[src/rtl/uart_trig_pkg.sv]
// Shared constants, clamp helpers and receiver state encoding for the UART pattern trigger.
package uart_trig_pkg;

    localparam logic [5:0]  ADDR_CFG   = 6'd48;
    localparam logic [5:0]  ADDR_PAT   = 6'd49;
    localparam logic [5:0]  ADDR_MASK  = 6'd50;
    localparam logic [5:0]  ADDR_STAT  = 6'd51;

    localparam logic [15:0] CFG_DIV_LO = 16'd0;
    localparam logic [15:0] CFG_DIV_HI = 16'd1;
    localparam logic [15:0] CFG_LEN    = 16'd2;
    localparam logic [15:0] CFG_CTRL   = 16'd3;

    localparam logic [15:0] RESET_DIV  = 16'd868;
    localparam logic [15:0] MIN_DIV    = 16'd4;
    localparam logic [3:0]  MAX_LEN    = 4'd8;

    typedef enum logic [1:0] {
        IDLE  = 2'd0,
        START = 2'd1,
        DATA  = 2'd2,
        STOP  = 2'd3
    } rx_state_t;

    function automatic logic [15:0] clamp_div(input logic [15:0] d);
        return (d < MIN_DIV) ? MIN_DIV : d;
    endfunction

    function automatic logic [3:0] clamp_len(input logic [7:0] l);
        if (l == 8'd0)
            return 4'd1;
        if (l > 8'd8)
            return MAX_LEN;
        return l[3:0];
    endfunction

endpackage

[src/rtl/uart_trig_rx.sv]
// 8N1 receiver: 2-FF synchroniser, optional inversion, mid-bit sampling with a down-counter.
// state | meaning
// IDLE  | waiting for a low level (and, after a framing error, for the line to go high first)
// START | counting half a bit, then confirming the start bit is still low
// DATA  | sampling 8 data bits LSB first, one per divider period
// STOP  | sampling the stop bit; high delivers the byte, low flags a framing error
module uart_trig_rx
    import uart_trig_pkg::*;
(
    input  logic        clk,
    input  logic        reset_i,
    input  logic        rx_i,
    input  logic        enable,
    input  logic        invert,
    input  logic [15:0] div,
    output logic [7:0]  rx_byte,
    output logic        byte_valid,
    output logic        frame_err
);

    logic        sync1, sync2, rx_s;
    rx_state_t   state, state_n;
    logic [15:0] cnt, cnt_n;
    logic [15:0] div_lat, div_lat_n;
    logic [2:0]  bit_idx, bit_idx_n;
    logic [7:0]  shreg, shreg_n;
    logic        wait_high, wait_high_n;
    logic        byte_valid_n, frame_err_n;
    logic        expire;

    always_ff @(posedge clk or posedge reset_i) begin
        if (reset_i) begin
            sync1 <= 1'b0;
            sync2 <= 1'b0;
        end else begin
            sync1 <= rx_i;
            sync2 <= sync1;
        end
    end

    assign rx_s   = sync2 ^ invert;
    assign expire = (cnt == 16'd0);

    always_ff @(posedge clk or posedge reset_i) begin
        if (reset_i) begin
            state      <= IDLE;
            cnt        <= '0;
            div_lat    <= '0;
            bit_idx    <= '0;
            shreg      <= '0;
            wait_high  <= 1'b0;
            byte_valid <= 1'b0;
            frame_err  <= 1'b0;
        end else begin
            state      <= state_n;
            cnt        <= cnt_n;
            div_lat    <= div_lat_n;
            bit_idx    <= bit_idx_n;
            shreg      <= shreg_n;
            wait_high  <= wait_high_n;
            byte_valid <= byte_valid_n;
            frame_err  <= frame_err_n;
        end
    end

    always_comb begin
        state_n      = state;
        cnt_n        = cnt;
        div_lat_n    = div_lat;
        bit_idx_n    = bit_idx;
        shreg_n      = shreg;
        wait_high_n  = wait_high;
        byte_valid_n = 1'b0;
        frame_err_n  = 1'b0;
        case (state)
            IDLE: begin
                if (wait_high && rx_s)
                    wait_high_n = 1'b0;
                if (!wait_high && !rx_s) begin
                    state_n   = START;
                    div_lat_n = div;
                    cnt_n     = (div >> 1) - 16'd1;
                end
            end
            START: begin
                if (expire) begin
                    if (!rx_s) begin
                        state_n   = DATA;
                        cnt_n     = div_lat - 16'd1;
                        bit_idx_n = 3'd0;
                    end else begin
                        state_n = IDLE;
                    end
                end else begin
                    cnt_n = cnt - 16'd1;
                end
            end
            DATA: begin
                if (expire) begin
                    shreg_n = {rx_s, shreg[7:1]};
                    cnt_n   = div_lat - 16'd1;
                    if (bit_idx == 3'd7)
                        state_n = STOP;
                    else
                        bit_idx_n = bit_idx + 3'd1;
                end else begin
                    cnt_n = cnt - 16'd1;
                end
            end
            STOP: begin
                if (expire) begin
                    state_n = IDLE;
                    if (rx_s) begin
                        byte_valid_n = 1'b1;
                    end else begin
                        frame_err_n = 1'b1;
                        wait_high_n = 1'b1;
                    end
                end else begin
                    cnt_n = cnt - 16'd1;
                end
            end
            default: state_n = IDLE;
        endcase
        // Disable wins over everything, including a byte in flight.
        if (!enable) begin
            state_n      = IDLE;
            cnt_n        = '0;
            wait_high_n  = 1'b0;
            byte_valid_n = 1'b0;
            frame_err_n  = 1'b0;
        end
    end

    assign rx_byte = shreg;

endmodule

[src/rtl/reg_uart_trigger.sv]
// Register-bus slave: UART byte history compared against a masked pattern, stretched trigger out.
module reg_uart_trigger
    import uart_trig_pkg::*;
#(
    parameter int TRIG_HOLD = 8
) (
    input  logic        clk,
    input  logic        reset_i,
    input  logic [5:0]  reg_address,
    input  logic [15:0] reg_bytecnt,
    input  logic [7:0]  reg_datai,
    output logic [7:0]  reg_datao,
    input  logic [15:0] reg_size,
    input  logic        reg_read,
    input  logic        reg_write,
    input  logic        reg_addrvalid,
    input  logic [5:0]  reg_hypaddress,
    output logic [15:0] reg_hyplen,
    input  logic        rx_i,
    output logic        trigger_o
);

    logic [15:0]     cfg_div;
    logic [7:0]      cfg_len, cfg_ctrl;
    logic [7:0][7:0] pat, mask, hist, hist_new;
    logic [3:0]      fill, fill_new, len_eff;
    logic [15:0]     div_eff;
    logic [7:0]      match_cnt, ferr_cnt, hold_cnt;
    logic [7:0]      rx_byte;
    logic            byte_valid, frame_err, match_new;
    logic            enable, invert, wr_en, stat_clr;
    logic            unused_size;

    assign unused_size = ^reg_size;
    assign enable      = cfg_ctrl[0];
    assign invert      = cfg_ctrl[1];
    assign div_eff     = clamp_div(cfg_div);
    assign len_eff     = clamp_len(cfg_len);
    assign wr_en       = reg_write & reg_addrvalid;
    assign stat_clr    = wr_en && (reg_address == ADDR_STAT);

    uart_trig_rx u_rx (
        .clk        (clk),
        .reset_i    (reset_i),
        .rx_i       (rx_i),
        .enable     (enable),
        .invert     (invert),
        .div        (div_eff),
        .rx_byte    (rx_byte),
        .byte_valid (byte_valid),
        .frame_err  (frame_err)
    );

    always_ff @(posedge clk or posedge reset_i) begin
        if (reset_i) begin
            cfg_div  <= RESET_DIV;
            cfg_len  <= '0;
            cfg_ctrl <= '0;
            pat      <= '0;
            mask     <= '0;
        end else if (wr_en) begin
            case (reg_address)
                ADDR_CFG: begin
                    case (reg_bytecnt)
                        CFG_DIV_LO: cfg_div[7:0]  <= reg_datai;
                        CFG_DIV_HI: cfg_div[15:8] <= reg_datai;
                        CFG_LEN:    cfg_len       <= reg_datai;
                        CFG_CTRL:   cfg_ctrl      <= reg_datai;
                        default: ;
                    endcase
                end
                ADDR_PAT:  if (reg_bytecnt < 16'd8) pat[reg_bytecnt[2:0]]  <= reg_datai;
                ADDR_MASK: if (reg_bytecnt < 16'd8) mask[reg_bytecnt[2:0]] <= reg_datai;
                default: ;
            endcase
        end
    end

    // Compare against the history as it will look after this byte shifts in,
    // so the match registers in the same cycle the history updates.
    always_comb begin
        hist_new  = {hist[6:0], rx_byte};
        fill_new  = (fill == MAX_LEN) ? fill : fill + 4'd1;
        match_new = (fill_new >= len_eff);
        for (int i = 0; i < 8; i++) begin
            if ((4'(i) < len_eff) && (((hist_new[i] ^ pat[i]) & mask[i]) != 8'd0))
                match_new = 1'b0;
        end
    end

    always_ff @(posedge clk or posedge reset_i) begin
        if (reset_i) begin
            hist      <= '0;
            fill      <= '0;
            hold_cnt  <= '0;
            match_cnt <= '0;
            ferr_cnt  <= '0;
        end else begin
            if (hold_cnt != 8'd0)
                hold_cnt <= hold_cnt - 8'd1;
            if (!enable) begin
                hist <= '0;
                fill <= '0;
            end else if (byte_valid) begin
                hist <= hist_new;
                fill <= fill_new;
                if (match_new) begin
                    hold_cnt <= 8'(TRIG_HOLD);
                    if (match_cnt != 8'hFF)
                        match_cnt <= match_cnt + 8'd1;
                end
            end
            if (frame_err && (ferr_cnt != 8'hFF))
                ferr_cnt <= ferr_cnt + 8'd1;
            if (stat_clr) begin
                match_cnt <= '0;
                ferr_cnt  <= '0;
            end
        end
    end

    assign trigger_o = (hold_cnt != 8'd0);

    always_comb begin
        reg_datao = '0;
        if (reg_addrvalid && reg_read) begin
            case (reg_address)
                ADDR_CFG: begin
                    case (reg_bytecnt)
                        CFG_DIV_LO: reg_datao = cfg_div[7:0];
                        CFG_DIV_HI: reg_datao = cfg_div[15:8];
                        CFG_LEN:    reg_datao = cfg_len;
                        CFG_CTRL:   reg_datao = cfg_ctrl;
                        default: ;
                    endcase
                end
                ADDR_PAT:  if (reg_bytecnt < 16'd8) reg_datao = pat[reg_bytecnt[2:0]];
                ADDR_MASK: if (reg_bytecnt < 16'd8) reg_datao = mask[reg_bytecnt[2:0]];
                ADDR_STAT: begin
                    if (reg_bytecnt == 16'd0)
                        reg_datao = match_cnt;
                    else if (reg_bytecnt == 16'd1)
                        reg_datao = ferr_cnt;
                end
                default: ;
            endcase
        end
    end

    always_comb begin
        reg_hyplen = '0;
        case (reg_hypaddress)
            ADDR_CFG:  reg_hyplen = 16'd4;
            ADDR_PAT:  reg_hyplen = 16'd8;
            ADDR_MASK: reg_hyplen = 16'd8;
            ADDR_STAT: reg_hyplen = 16'd2;
            default: ;
        endcase
    end

endmodule

[config.mk]
export PLATFORM = sky130hd
export DESIGN_NAME = reg_uart_trigger
export DESIGN_NICKNAME = d
export VERILOG_FILES = /design/src/rtl/uart_trig_pkg.sv /design/src/rtl/uart_trig_rx.sv /design/src/rtl/reg_uart_trigger.sv
export SDC_FILE = /design/constraint.sdc
export NUM_CORES = 1
export LEC_CHECK = 0
export CAP_MARGIN = 20
export CORE_MARGIN = 1
export CORE_UTILIZATION = 30
export DETAILED_ROUTE_END_ITERATION = 10
export GPL_TIMING_DRIVEN = 0
export PLACE_DENSITY = 0.46
export SLEW_MARGIN = 15
export SYNTH_ARGS = -nofsm -noshare
export SYNTH_HDL_FRONTEND = slang
export SYNTH_HIERARCHICAL = 1
export SYNTH_SLANG_ARGS = --single-unit
[constraint.sdc]
create_clock -name clk -period 11 [get_ports clk]
set_clock_uncertainty 0.15 [all_clocks]
set_input_delay 1.65 -clock clk [delete_from_list [all_inputs] [get_ports clk]]
set_output_delay 1.65 -clock clk [all_outputs]
set_load 0.01 [all_outputs]
======== Word-level counts from Yosys, hierarchy flattened ========
Index checks and enable logic that the tools add are counted.
operators by class
  order comparisons ....................... 14
  add/sub/neg operators ................... 8
  multiplexer cells ....................... 81
  reduce and logical (&&, ||, !) cells .... 49
  bitwise gates (word level) .............. 18
  equal/unequal tests ..................... 33
operator list
  cell                                                                    count
  8-bit 2-to-1 mux                                                        19
  64-bit bitwise mux                                                      2
  16-bit 2-to-1 mux                                                       7
  56-bit 2-to-1 mux                                                       2
  8-bit nonzero test                                                      9
  8-bit bitwise AND                                                       8
  16-bit one-hot mux with 4 select lines                                  1
  8-bit one-hot mux with 4 select lines                                   2
  8-bit XOR                                                               8
  8-bit binary-select mux with 3-bit select                               2
  6-bit equality test, second input constant                              8
  16-bit by 2-bit equality test with 1-bit output, second input constant  2
  16-bit zero test                                                        2
  16-bit by 1-bit subtractor with 16-bit output, second input constant    2
  4-bit 2-to-1 mux                                                        7
  8-bit demux with 3-bit select                                           1
  1-bit 2-to-1 mux                                                        23
  3-bit AND reduction                                                     7
  3-bit by 2-bit != test with 1-bit output, second input constant         6
  8-bit by 1-bit adder with 8-bit output, second input constant           2
  16-bit by 1-bit equality test with 1-bit output, second input constant  1
  16-bit by 3-bit < comparator with 1-bit output, second input constant   1
  16-bit by 4-bit < comparator with 1-bit output, second input constant   1
  3-bit by 4-bit < comparator with 1-bit output, first input constant     4
  37 further kinds                                                        76
storage, ports and cells
  register bits after elaboration ......... 294
  logic and storage cells ................. 244
  output and inout bits ................... 25
  input port bits ......................... 58

======== Logic depth before layout (Yosys ltp) ========
Gate-level depths: netlist (run 1).
  depth in word-level cells ............... 19
  depth in mapped cells ................... 14
  mapped depth without buffers ............ 13

======== Hierarchy ========
Netlist (run 1), hierarchy kept.
modules (own cells, without submodules)
  module            cells each  area an instance (um^2)  seq. area each (um^2)  times used
  reg_uart_trigger  1062        12274.3                  6112.1                 1
  uart_trig_rx      338         3263.1                   1251.2                 1

======== Worst setup path before layout (run 1) ========
Ideal clock, no wire load.
  path type ............................... input-to-output
  start ................................... in reg_bytecnt[2]
  end ..................................... out reg_datao[4]
  setup slack ............................. 5.886 ns
  arrival time ............................ 3.314 ns
  required time ........................... 9.200 ns
  stages on the path ...................... 8
  path through ............................ clkbuf_1 -> or3b_2 -> clkbuf_1 -> clkbuf_1 -> o221ai_1 -> nor4_1 -> nor4_1 -> nor2_1
between the ends
  longest elaborated chain between the ends .. 5
RTL lines
  element                                                                                 line                     text
  from (decl)                                                                             reg_uart_trigger.sv:10   input logic [15:0] reg_bytecnt,
  branches (longest 3 deep; another with 16-bit by 4-bit < comparator with 1-bit output)  --
  8-bit one-hot mux with 4 select lines (*)                                               reg_uart_trigger.sv:127  case (reg_address)
  8-bit 2-to-1 mux (*)                                                                    reg_uart_trigger.sv:126  if (reg_addrvalid && reg_read) begin
  to (decl)                                                                               reg_uart_trigger.sv:12   output logic [7:0] reg_datao,
Every way passes the cells marked *. The select of a mux whose other input is x is not followed.

======== Final worst setup path (run 1) ========
  start ................................... in reg_bytecnt[2]
  end ..................................... out reg_datao[0]
The elaborated chain is that of the path after synthesis.

==> flow_metrics.tcl, run 1 <==
set metrics [dict create \
    die-height_um 230 \
    place_ws_ns 4.37 \
    cts_tree "yes" \
    die_width_um 230 \
    dr.first_iter.drc_count 853 \
    cts_resized 0 \
    cp-end-kind "primary output" \
    ys_warn_count 6 \
    path_clk_slew_ns 0.05 \
    cp-start-kind "primary input" \
    final_area_um2 18100 \
    hp-start "u_rx/sync1" \
    drc 0 \
    wirelength_um 51300 \
    ys_seq_area_share_pct 47.4 \
    vias_per_cell 5.25 \
    synth_area_um2 15500 \
    diodes 0 \
    start_util_pct 30.3 \
    clock_sinks 294 \
    synth_top_family_by_area "multiplexers" \
    slew_headroom_pct 33.8 \
    drv_slew 0 \
    critPathMaxFanout 10 \
    row_count 83 \
    root_buffer "clkbuf_16" \
    cts_buffer_depth 3 \
    layout_common_cells "dfrtp_1 (289), mux2_2 (185), nor2_1 (94), xor2_1 (85), clkbuf_1 (64)" \
    cts_made_buffers 37 \
    dpl.hpwl_um 38400 \
    cellPowerDensity_nw_per_um2 134 \
    finish.utilization_pct 35.4 \
    yosysUniqueCellTypes 71 \
    drive_above_1_share_pct 19.4 \
    synthSimpleGateAreaFrac_pct 12.9 \
    insertion_delay_ns 0.57 \
    ys_seq_elements 294 \
    worstPathRequired_ns 9.20 \
    die-area_um2 52700 \
    startpoint "reg_bytecnt[2]" \
    muxShareOfSynthArea_pct 17.2 \
    routedWlPerCell_um 23.3 \
    hold_buffers 0 \
    synth_compound_area_share_pct 11.0 \
    port_buffers 42 \
    cp.arrival_ns 4.93 \
    layout.nets 1574 \
    placed_cell_area_um2 16900 \
    finalSetupTns_ns 0 \
    avgSynthCellArea_um2 11.1 \
    htree_levels 2 \
    syn_to_final_growth_pct 16.8 \
    synth_xor_xnor_area_share_pct 6.54 \
    final_antenna_net_count 0 \
    first_pass_iters 5 \
    synthAdderAreaFrac_pct 1.53 \
    worstSetupPathType "in -> out" \
    reg2reg_from "cfg_len[7]" \
    ioPinCount 83 \
    syn_inst 1400 \
    antenna_found_initial 0 \
    grt_pass1_vias 11800 \
    postCtsSetupRepairBufs 0 \
    fin_hold_ws_ns 0.210 \
    grt_max_degree 100 \
    maxCapViolCount 0 \
    status "finished clean" \
    finalHoldViolations 0 \
    grt.total_usage_pct 19.6 \
    hp-class "reg -> reg" \
    grt-ovfl-total 0 \
    peakVddDrop_mv 0.0790 \
    setup_violations 0 \
    synth_edf_count 0 \
    num_vias 11600 \
    async_reset_ff_share_pct 100 \
    p_leak_nw 8.15 \
    fp.coreArea_um2 51200 \
    fin_crit_ns 6.73 \
    gp_congestion 0.930 \
    fmax_mhz 149 \
    yosys_most_used_dff "dfrtp_1" \
    setup_ws_ns 4.27 \
    final_common_cell "dfrtp_1" \
    grt_pass1_wl_um 77300 \
    worst_slew_pin_slew_ns 0.993 \
    rsz0062_at_grt "false" \
    period_share_pct 61.2 \
]
area by class of cell:
class | instances | area, um2
flip-flops and latches | 294 | 7360
clock inverters | 18 | 168
repair buffers | 46 | 500
inverters | 25 | 101
plain buffers | 89 | 428
multi-input cells | 1004 | 7700
well taps | 680 | 851
clock buffers | 47 | 1030
fillers | 5128 | 33100
critical path, stage by stage:
cell	delay (ns)
clkbuf_1	0.32
nand3b_1	0.53
clkbuf_1	0.50
o22ai_1	0.20
nor4_1	0.76
nor4_1	0.09
nor2_1	0.25
clkdlybuf4s50_1	0.61
state kept, by name, indices dropped and copies added, names as in the netlist:
signal	flops
mask	64
pat	64
hist	56
cfg_div	16
u_rx/cnt	16
u_rx/div_lat	16
cfg_ctrl	8
cfg_len	8
ferr_cnt	8
hold_cnt	8
match_cnt	8
u_rx/rx_byte	8
fill	4
u_rx/bit_idx	3
u_rx/state	2
u_rx/byte_valid	1
u_rx/frame_err	1
u_rx/sync1	1
u_rx/sync2	1
u_rx/wait_high	1
per-layer routing:
| metal | vias up | share of wire (%) | track usage [%] |
|---|---|---|---|
| li1 | 5303 | - | - |
| met1 | 5892 | 47 | 27.6 |
| met2 | 301 | 46 | 30.7 |
| met3 | 60 | 4.8 | 2.95 |
| met4 | 0 | 2.7 | 6.27 |
| met5 | - | 0 | 0 |
Yosys cell counts, types with 3 or more instances:
master | number | area share, %
nor4_1 | 34 | 1.4
nand2b_1 | 4 | 0.16
and3_1 | 9 | 0.36
a32oi_1 | 6 | 0.34
buf_1 | 7 | 0.17
dfstp_2 | 5 | 0.85
o31ai_1 | 13 | 0.63
dfrtp_1 | 289 | 47
o221ai_1 | 15 | 0.85
nor2b_1 | 58 | 2.3
nand2_1 | 54 | 1.3
clkbuf_1 | 61 | 1.5
nor2_1 | 94 | 2.3
or4_4 | 3 | 0.22
mux2_2 | 185 | 13
a22o_1 | 7 | 0.39
o22a_1 | 14 | 0.79
xnor2_1 | 31 | 1.7
buf_2 | 3 | 0.097
mux2i_1 | 59 | 3.8
a21oi_1 | 29 | 0.93
inv_1 | 24 | 0.58
nand3b_1 | 6 | 0.29
nand3_1 | 19 | 0.61
buf_4 | 13 | 0.63
or4_1 | 12 | 0.58
a221oi_1 | 4 | 0.23
ha_1 | 19 | 1.5
o21ai_0 | 22 | 0.71
xor2_1 | 85 | 4.8
or3_1 | 10 | 0.40
a211oi_1 | 4 | 0.19
a21o_1 | 7 | 0.34
a31oi_1 | 8 | 0.32
o22ai_1 | 37 | 1.5
nor3_1 | 28 | 0.90
and2_1 | 5 | 0.20
a22oi_1 | 57 | 2.8
nand4_1 | 18 | 0.72
metrics by stage:
step	total power [mW]	std cells
after global placement	1.23	2134
after floorplan	1.18	1412
after global routing	2.52	2203
after detailed placement	1.23	2138
final	2.43	2203
after CTS	2.47	2203
final timing paths:
path / depth (start not counted) / to / slack [ns]
worst max register to register: 12 / hold_cnt[3] / 7.13
worst min-delay path: 0 / u_rx/sync2 / 0.21
min in group asynchronous: 2 / fill[3] / 1.50
worst min register to register: 0 / u_rx/sync2 / 0.21
worst max-delay path: 8 / reg_datao[0] / 4.27
max in group asynchronous: 3 / hist[43] / 8.26
kinds of logic (layout without fill, tap and decap cells):
group,count (synthesis),after routing
mux,244,244
other cells,1,13
fa+ha+maj,19,19
compound gates,241,241
flops,294,294
buf+inv,114,225
simple gates,371,371
xor+xnor,116,116
power breakdown:
| group | internal [mW] | switching [mW] |
|---|---|---|
| clock network | 0.715 | 0.505 |
| logic | 0.0395 | 0.0745 |
| registers | 1.09 | 0.0109 |
| total | 1.84 | 0.590 |
(Power assumes the default switching activity.)
==> run 2, diff against run 1 <==
- PLACE_DENSITY: 0.46 -> 0.47
- clock period: 11 -> 5.8 ns (I/O delays scaled with it)
==> run 2 against run 1 <==
Net effect:
- final area up 1.1%
- combinational power rose by 99%
- die area stayed put
- largest power group unchanged
- critical path type unchanged
- via count increased by 1.2%
- sequential cell count is the same
==> flow_metrics.tcl, run 2 (synthesis results as in run 1) <==
set metrics [dict create \
    fp.coreArea_um2 51200 \
    final_antenna_net_count 0 \
    wirelength_um 51600 \
    worstSetupPathType "in -> out" \
    endpoint "reg_datao[4]" \
    reg2reg_from "cfg_len[7]" \
    row_count 83 \
    grt_max_degree 36 \
    finalPower_mw 4.74 \
    vias_per_cell 5.29 \
    rsz0062_at_grt "false" \
    hold_buffers 0 \
    rrSetupSlack_ns 1.97 \
    final_area_um2 18300 \
    layout.nets 1581 \
    path_clk_slew_ns 0.05 \
    layout_common_cells "dfrtp_1 (289), mux2_2 (185), nor2_1 (94), xor2_1 (85), clkbuf_1 (66)" \
    hp-start "u_rx/sync1" \
    dr.first_iter.drc_count 901 \
    maxCapViolCount 0 \
    drv_slew 0 \
    p_leak_nw 8.23 \
    cp.arrival_ns 4.33 \
    port_buffers 42 \
    place_ws_ns 0.653 \
    cts_tree "yes" \
    largest_registers "mask x64, pat x64, hist x56" \
    placed_cell_area_um2 17100 \
    hp-class "reg -> reg" \
    routedWlPerCell_um 23.3 \
    worstPathRequired_ns 4.78 \
    num_vias 11700 \
    die_width_um 230 \
    grt.total_usage_pct 19.8 \
    start_util_pct 30.3 \
    critPathMaxFanout 10 \
    setup_violations 0 \
    fmax_mhz 187 \
    status "finished clean" \
    final_common_cell "dfrtp_1" \
    r2r_end "hold_cnt[3]" \
    cp-start-kind "primary input" \
    postCtsSetupRepairBufs 0 \
    fillers 5058 \
    cp-end-kind "primary output" \
    finish.utilization_pct 35.8 \
    clock_sinks 294 \
    cts_made_buffers 38 \
    insertion_delay_ns 0.58 \
    fin_crit_ns 5.35 \
    setup_ws_ns 0.451 \
    drive_above_1_share_pct 19.7 \
    slew_headroom_pct 19.4 \
    syn_to_final_growth_pct 18.1 \
    grt-ovfl-total 0 \
    diodes 0 \
    antenna_found_initial 1 \
    cellPowerDensity_nw_per_um2 258 \
    root_buffer "clkbuf_16" \
    grt_pass1_wl_um 78100 \
    first_pass_iters 7 \
    htree_levels 2 \
    grt_pass1_vias 11800 \
    ff2ff_path_depth 12 \
    ioPinCount 83 \
    fin_hold_ws_ns 0.224 \
    cts_buffer_depth 3 \
    finalHoldViolations 0 \
    gp_congestion 0.915 \
    worst_slew_pin_slew_ns 1.20 \
    drc 0 \
    period_share_pct 92.2 \
    cts_resized 0 \
    peakVddDrop_mv 0.233 \
    startpoint "reg_bytecnt[1]" \
    die-area_um2 52700 \
    die-height_um 230 \
    dpl.hpwl_um 38800 \
]
## run 2: area by class of cell
| cell class | instances | area (um2) | area share [%] |
|---|---|---|---|
| Buffer | 89 | 428 | 2.33 |
| Clock buffer | 55 | 1150 | 6.25 |
| Clock inverter | 12 | 143 | 0.777 |
| Inverter | 25 | 97.6 | 0.532 |
| Multi-Input combinational cell | 1004 | 7700 | 42.0 |
| Sequential cell | 294 | 7360 | 40.1 |
| Tap cell | 680 | 851 | 4.64 |
| Timing Repair Buffer | 52 | 621 | 3.38 |
## run 2: worst min-delay path by stage
stage | depth (start not counted) | to | slack [ns]
after floorplan | 0 | u_rx/sync2 | 0.18
after global placement | 0 | u_rx/sync2 | 0.20
after detailed placement | 0 | u_rx/sync2 | 0.20
after CTS | 0 | u_rx/sync2 | 0.23
after global routing | 0 | u_rx/sync2 | 0.23
final | 0 | u_rx/sync2 | 0.22
## run 2: where the power goes
group / internal [mW] / switching [mW] / total, mW / leakage [nW]
combinational: 0.0829 / 0.144 / 0.227 / 3.58
clock: 1.46 / 0.961 / 2.43 / 0.636
sequential: 2.07 / 0.0213 / 2.09 / 4.02
total: 3.61 / 1.13 / 4.74 / 8.23
## run 2: metrics by stage
stage / instances / setup TNS (ns)
final: 2211 / 0
after global routing: 2211 / 0
after CTS: 2211 / 0
after detailed placement: 2144 / 0
after global placement: 2134 / -132.61
after floorplan: 1412 / 0
## run 2: critical path, stage by stage
cell and delay, ns:
clkbuf_1 0.33, nand3b_1 0.47, clkbuf_1 0.59, o22ai_1 0.25, nor4_1 0.95, nor4_1 0.13, nor2_1 0.16, clkdlybuf4s50_1 0.56
## run 2: layer usage
layer	vias to the layer above	GRT usage [%]	wire length [um]
met3	77	3.17	2460
met1	5994	27.9	24100
met4	2	6.06	1420
met5	-	0	7
met2	297	30.8	23600
li1	5330	-	-
